==> src/rtl/phase_seq_pkg.sv <==
// Shared definitions for the multi-phase instruction-cycle sequencer:
// FSM state encoding and a width helper used to size the slot counter.
package phase_seq_pkg;

    typedef enum logic [1:0] {
        ST_IDLE = 2'd0,
        ST_RUN  = 2'd1,
        ST_GAP  = 2'd2
    } state_e;

    // Bits needed to index n slots, never less than one.
    function automatic int unsigned clog2_min1(input int unsigned n);
        int unsigned r;
        r = 0;
        for (int unsigned i = 0; i < 32; i++) begin
            if ((64'd1 << i) < 64'(n)) begin
                r = i + 1;
            end
        end
        return (r == 0) ? 1 : r;
    endfunction

endpackage

==> src/rtl/phase_onehot_dec.sv <==
// Turns the current slot index into one-hot phase strobes while in RUN.
module phase_onehot_dec #(
    parameter int unsigned NUM_PHASES = 5,
    parameter int unsigned CNT_W      = 3
) (
    input  logic                  run,
    input  logic [CNT_W-1:0]      slot,
    output logic [NUM_PHASES-1:0] phase_c
);

    always_comb begin
        phase_c = '0;
        if (run) begin
            for (int unsigned i = 0; i < NUM_PHASES; i++) begin
                if (slot == CNT_W'(i)) begin
                    phase_c[i] = 1'b1;
                end
            end
        end
    end

endmodule

==> src/rtl/phase_seq_gen.sv <==
// Multi-phase sequencer: walks RUN phase slots then GAP idle slots each
// instruction cycle, with stall, halt, single-step and cycle status pulses.
module phase_seq_gen
    import phase_seq_pkg::*;
#(
    parameter int unsigned NUM_PHASES = 5,
    parameter int unsigned GAP_CYCLES = 1,
    parameter int unsigned CYC_W      = 16,
    localparam int unsigned CNT_W     = clog2_min1(NUM_PHASES + GAP_CYCLES)
) (
    input  logic                  clk_in,
    input  logic                  rst_n,
    input  logic                  en,
    input  logic                  step_mode,
    input  logic                  step,
    input  logic                  stall,
    input  logic                  halt,
    output logic [NUM_PHASES-1:0] phase,
    output logic [CNT_W-1:0]      slot,
    output logic                  busy,
    output logic                  cycle_start,
    output logic                  cycle_done,
    output logic [CYC_W-1:0]      cycle_count
);

    localparam int unsigned TOTAL = NUM_PHASES + GAP_CYCLES;
    localparam logic [CNT_W-1:0] LAST_PH   = CNT_W'(NUM_PHASES - 1);
    localparam logic [CNT_W-1:0] LAST_SLOT = CNT_W'(TOTAL - 1);

    state_e             state_q, state_d;
    logic [CNT_W-1:0]   slot_q, slot_d;
    logic               pend_q, pend_d;
    logic               start_q, start_d;
    logic               done_q, done_d;
    logic [CYC_W-1:0]   count_q, count_d;
    logic               go_c;
    logic               launch_c;
    logic               wrap_c;

    assign go_c = en && (!step_mode || pend_q || step);

    always_ff @(posedge clk_in or negedge rst_n) begin
        if (!rst_n) begin
            state_q <= ST_IDLE;
            slot_q  <= '0;
            pend_q  <= 1'b0;
            start_q <= 1'b0;
            done_q  <= 1'b0;
            count_q <= '0;
        end else begin
            state_q <= state_d;
            slot_q  <= slot_d;
            pend_q  <= pend_d;
            start_q <= start_d;
            done_q  <= done_d;
            count_q <= count_d;
        end
    end

    // Next state and slot; wrap_c marks a completed cycle, launch_c a new slot 0.
    always_comb begin
        state_d  = state_q;
        slot_d   = slot_q;
        launch_c = 1'b0;
        wrap_c   = 1'b0;
        if (halt) begin
            state_d = ST_IDLE;
            slot_d  = '0;
        end else begin
            case (state_q)
                ST_IDLE: begin
                    if (go_c) begin
                        state_d  = ST_RUN;
                        slot_d   = '0;
                        launch_c = 1'b1;
                    end
                end
                ST_RUN: begin
                    if (!stall) begin
                        if (slot_q != LAST_PH) begin
                            slot_d = slot_q + CNT_W'(1);
                        end else if (GAP_CYCLES > 0) begin
                            state_d = ST_GAP;
                            slot_d  = slot_q + CNT_W'(1);
                        end else begin
                            wrap_c = 1'b1;
                        end
                    end
                end
                ST_GAP: begin
                    if (!stall) begin
                        if (slot_q != LAST_SLOT) begin
                            slot_d = slot_q + CNT_W'(1);
                        end else begin
                            wrap_c = 1'b1;
                        end
                    end
                end
                default: begin
                    state_d = ST_IDLE;
                    slot_d  = '0;
                end
            endcase
            // Cycle boundary: restart back-to-back or drop to IDLE.
            if (wrap_c) begin
                slot_d = '0;
                if (go_c) begin
                    state_d  = ST_RUN;
                    launch_c = 1'b1;
                end else begin
                    state_d = ST_IDLE;
                end
            end
        end
    end

    // Status pulses, completed-cycle count and the single-step latch.
    always_comb begin
        start_d = launch_c;
        done_d  = wrap_c;
        count_d = wrap_c ? count_q + CYC_W'(1) : count_q;
        pend_d  = pend_q;
        if (halt) begin
            pend_d = 1'b0;
        end else if (launch_c && step_mode) begin
            pend_d = 1'b0;
        end else if (step) begin
            pend_d = 1'b1;
        end
    end

    phase_onehot_dec #(
        .NUM_PHASES (NUM_PHASES),
        .CNT_W      (CNT_W)
    ) u_dec (
        .run     (state_q == ST_RUN),
        .slot    (slot_q),
        .phase_c (phase)
    );

    assign slot        = slot_q;
    assign busy        = (state_q != ST_IDLE);
    assign cycle_start = start_q;
    assign cycle_done  = done_q;
    assign cycle_count = count_q;

endmodule

==> config.mk <==
export PLATFORM = sky130hd
export DESIGN_NAME = phase_seq_gen
export DESIGN_NICKNAME = d
export VERILOG_FILES = /design/src/rtl/phase_seq_pkg.sv /design/src/rtl/phase_onehot_dec.sv /design/src/rtl/phase_seq_gen.sv
export SDC_FILE = /design/constraint.sdc
export NUM_CORES = 1
export LEC_CHECK = 0
export ABC_AREA = 1
export BUFFER_PORTS_ARGS = -buffer_cell sky130_fd_sc_hd__buf_2
export CAP_MARGIN = 10
export CORE_ASPECT_RATIO = 1.5
export CORE_MARGIN = 2
export CORE_UTILIZATION = 50
export CTS_CLUSTER_DIAMETER = 50
export DETAILED_ROUTE_END_ITERATION = 16
export GPL_TIMING_DRIVEN = 0
export PLACE_DENSITY_LB_ADDON = 0.3
export SYNTH_ARGS = -nofsm -noshare
export SYNTH_HDL_FRONTEND = slang
export SYNTH_SLANG_ARGS = --single-unit
==> constraint.sdc <==
create_clock -name clk_in -period 1.74 [get_ports clk_in]
set_input_delay 0.087 -clock clk_in [delete_from_list [all_inputs] [get_ports clk_in]]
set_output_delay 0.087 -clock clk_in [all_outputs]
set_load 0.02 [all_outputs]
; ---- Word-level counts from Yosys, hierarchy flattened
; Index checks and enable logic that the tools add are counted.
[classes]
addsub = 2
n_reduce_logical = 11
n_mux = 33
n_eq_ne = 14
[ops]
columns = cell, n
row1 = $ne A4 B4 Y1 const B, 5
row2 = $mux W1, 19
row3 = $mux W3, 6
row4 = $add A16 B1 Y16 const B, 1
row5 = $mux W2, 5
row6 = $ne A3 B3 Y1 const B, 3
row7 = $pmux W3 S3, 1
row8 = $reduce_and A4 Y1, 2
row9 = $eq A3 B2 Y1 const B, 2
row10 = $pmux W2 S3, 1
row11 = $mux W5, 1
row12 = $add A3 B1 Y3 const B, 1
row13 = $eq A3 B1 Y1 const B, 1
row14 = $eq A3 B3 Y1 const B, 1
row15 = $logic_not A3 Y1, 1
row16 = $reduce_bool A3 Y1, 1
row17 = $eq A2 B1 Y1 const B, 1
row18 = $eq A2 B2 Y1 const B, 1
row19 = $logic_and A1 B1 Y1, 2
row20 = $logic_not A2 Y1, 1
row21 = $logic_or A1 B1 Y1, 2
row22 = $reduce_bool A2 Y1, 1
row23 = $logic_not A1 Y1, 1
[word_totals]
in_bits = 7
output_inout_bits = 27
reg_bits = 24
elab_cells = 66

; ---- Logic depth before layout (Yosys ltp)
[logic_depth]
word_depth = 12
depth_mapped = 11
ltp_nobuf = 10

; ---- By module
; A second synthesis with hierarchy kept.
[hier_totals]
hier_cells = 204
area_unflattened_um2 = 1500.2
[modules_own_cells]
columns = mod, area_per_inst_um2, seq_area_each_um2, instances, cells_per_inst
row1 = phase_seq_gen, 1445.1, 600.6, 1, 190
row2 = phase_onehot_dec, 55.1, 0.0, 1, 14

; ---- Worst setup path after synthesis
; Ideal clock, no wire load.
[synth_timing]
path_kind = flip-flop to flip-flop
startpoint = register slot_q[1], in the netlist slot[1]
endpoint = register count_q[9], in the netlist cycle_count[9]
stages_incl_launch_ff = 11
setup_time_ns = 0.117
t_required_ns = 1.623
slack_ns = 0.166
path_buffers = 1
arrival_ns = 1.456
period_less_slack_ns = 1.574
cell_sequence = dfrtp_1 > inv_1 > ha_1 > nand2_2 > nor2_4 > nand3_4 > buf_12 > nor2_8 > nand2_1 > nand2_1 > nand2_1
[synth_via]
elab_chain_len = 6
[synth_lines]
columns = item, line_no
row1 = "start, declared", phase_seq_gen.sv:31  ; logic [CNT_W-1:0] slot_q, slot_d;
row2 = "start signal, assigned", phase_seq_gen.sv:52  ; slot_q <= slot_d;
row3 = $ne A3 B3 Y1, phase_seq_gen.sv:92  ; if (slot_q != LAST_SLOT) begin
row4 = $mux W1, phase_seq_gen.sv:92
row5 = $mux W1, phase_seq_gen.sv:91  ; if (!stall) begin
row6 = $mux W1, -
row7 = $mux W1 (2 in series), phase_seq_gen.sv:66  ; if (halt) begin
row8 = "end signal, assigned", phase_seq_gen.sv:56  ; count_q <= count_d;
row9 = "end, declared", phase_seq_gen.sv:35  ; logic [CYC_W-1:0] count_q, count_d;
; No other way between the ends. The select of a mux whose other input is x is not followed.
; A chain may end at the register's enable or synchronous reset.

; ---- Final worst setup path
; Ends and elaborated chain as after synthesis.

==> out/metrics.csv <==
metric;value;unit
ys_types;22;
tns;0;ps
viasPerCell;4.64;
drtIter0Drc;5;
reg2reg_from;slot[1]$_DFFE_PN0P_;
fin_ws;123;ps
ctsHtreeMaxLevel;1;
start_kind;flop;
firstDrtPassIters;4;
power;1470;uW
initial_core_util;52.6;%
synthesis.nets;213;
grt_pass1_wl;4970;um
syn_area;1550;um2
critical_path.cell_chain;inv_1, ha_2, nand2_2, nor2_4, nand3_4, buf_12, nor2_8, nand2_1, nand2_1, nand2_1;
p_seq_share;42.9;%
synthTopCellsByArea;dfrtp_1, nand2_1, ha_1, inv_1, nor2_1;
cts_inserted_buffers;3;
fin_nets;252;
io_pins;34;
cap_violations;0;
antenna_cells;0;
io_buffers;33;
power_per_cell_area;802;nW/um2
worst-setup-path-type;reg -> reg;
cp.required;1900;ps
hold_viol_final;0;
antenna_found_initial;0;
avgRoutedWirePerCell;10.2;um
num_vias;1268;
dpl.hpwl;2200;um
met2_usage;33.2;%
setup_viol;0;
use_met3;2.06;%
die_area;3570;um2
period_share;92.9;%
core_area;2940;um2
worstMarginPinSlew;533;ps
ant_nets;0;
end_kind;flop;
post-route-drc-count;0;
grt-ovfl-total;0;
ff2ff_path_depth;10;
met1_usage;19.4;%
netlist_instances;196;
p_clk_share;25.3;%
grt_busiest_layer;met2;
syn_area_per_cell;7.90;um2
worstReg2RegEnd;cycle_count[9]$_DFFE_PN0P_;
max_stage_delay;440;ps
clock_skew;2.94;ps
rows;24;
slowest_stage;dfrtp_1;
rsz0062_at_grt;no;
power_leakage;0.00102;uW
crit_start;slot[1]$_DFFE_PN0P_;
cts_tree;built;
cp_common_cell;nand2_1;
ir_drop;0.543;mV
switchingPower;515;uW
synth_warnings;0;
cts_buffer_depth;2;
fillers;270;
grt_usage;17.4;%
r2r_setup_slack;120;ps
synth_top_area_share;38.8;%
syn2layout_area_growth;18.2;%
hp-class;in -> reg;
combPwrFrac;31.8;%
grt_pass1_vias;1260;
power.internal;954;uW
die_x;49.4;um
worstPathMaxFanout;10;
switching_share;35.1;%
drive_gt1_share;23.5;%
finalCriticalPeriod;1620;ps
cts.sinks;24;
hold_slack;96.3;ps
dpl_worst_slack;117;ps
fmax;0.618;GHz
place_congestion;0.789;
yosys.area.top_type;dfrtp_1;
yosysSeqAreaShare;38.8;%
endpoint;cycle_count[9]$_DFFE_PN0P_;
drt_wl_total;2780;um
outcome;finished, final reports clean;
ys_ff_latch;24;
clk_pin_slew_worst_paths;80;ps
relSlewSlack;64.5;%
die_h;72.2;um
finalMaxSlewViolations;0;
worstSkewPairLatency;260;ps
critPathArrivalTime;1780;ps
root_buffer;clkbuf_8;
grt_max_degree;25;
==> cells in the final DEF (no fill, tap or decap), types with 2 or more instances in the layout <==
cell	Yosys	final
nand2_1	62	62
buf_2	0	33
inv_1	31	31
dfrtp_1	24	24
nor2_1	21	21
nand3_1	13	13
ha_1	10	9
nor2_4	5	5
o21ai_0	5	5
xor2_1	4	4
clkbuf_8	0	4
xor2_2	3	3
nand4_1	3	3
nand3b_1	3	3
nand2_2	2	2
xnor2_1	2	2
==> worst max-delay path: cells and delay by family, from the launching register on <==
family / cells / cell delay (ps)
flops: 1 / 440
fa+ha+maj: 1 / 210
buf+inv: 2 / 290
simple gates: 7 / 570
==> per-layer routing <==
metal  vias up  wire, um  share of wire [%]
met4         0        19               0.68
met5         -         0                  0
met3         2       116                4.2
met1       571      1140                 41
met2        30      1500                 54
li1        665         -                  -
==> power by group through the flow <==
stage	Sequential, uW	Clock, uW	Combinational [uW]
3_3_place_gp	640	0	456
6_report	631	372	466
4_1_cts	629	387	474
3_5_place_dp	640	0	471
5_1_grt	638	408	538
2_1_floorplan	652	0	322
==> sequential cells by signal, summed over array words and instances, names as in the netlist <==
name and cells:
slot 3, cycle_done 1, pend_q 1, state_q 2, cycle_count 16, cycle_start 1
==> logic make-up after synthesis <==
family                   after synthesis  synth area share, %
adder cells (fa/ha/maj)               10                 8.08
AND/OR/NAND/NOR                      114                 35.6
flip-flops                            24                 38.8
AO/OA/AOI/OAI                          6                 1.94
XOR/XNOR                               9                 6.54
buffers and inverters                 33                 9.05
==> metrics by stage <==
stage | instance area [um2] | utilization, % | instances
after global routing | 1830 | 62.2 | 273
after detailed placement | 1760 | 59.9 | 268
after floorplan | 1550 | - | 196
after global placement | 1760 | 59.9 | 268
final | 1830 | 62.2 | 273
after CTS | 1830 | 62.1 | 273
==> worst min-delay path by stage <==
stage                     slack [ps]  startpoint                         end  depth (start not counted)
after global placement           100       rst_n  cycle_count[5]$_DFFE_PN0P_                          1
after detailed placement         110       rst_n  cycle_count[6]$_DFFE_PN0P_                          1
after CTS                         90   step_mode          pend_q$_DFFE_PN0P_                          4
after global routing             140          en       cycle_start$_DFF_PN0_                          3
after floorplan                 -210       rst_n  cycle_count[0]$_DFFE_PN0P_                          0
final                            100   step_mode          pend_q$_DFFE_PN0P_                          4
==> Yosys cell counts (all sizes together) <==
library cell	count
nand4	3
xnor2	2
buf	1
ha	10
o21ai	5
nand3	15
nor2	28
a21oi	1
nand3b	3
inv	32
xor2	7
dfrtp	24
nand2	65
==> what timing repair did <==
action / in CTS / in global routing
gates resized for setup: 0 / 1
setup endpoints to repair: 0 / 1
hold endpoints to repair: 24 / 0
buffers inserted: 0 / 0
hold buffers: 1 / 0
==> cell type report <==
type / instances / area, um2 / share of cell area (%)
plain buffers: 1 / 20.0 / 1.09
clock buffers: 4 / 55.1 / 3.01
inverters: 32 / 120 / 6.56
multi-input cells: 139 / 811 / 44.3
flip-flops and latches: 24 / 601 / 32.8
well taps: 39 / 48.8 / 2.67
repair buffers: 34 / 175 / 9.57
(Power assumes the default switching activity.)
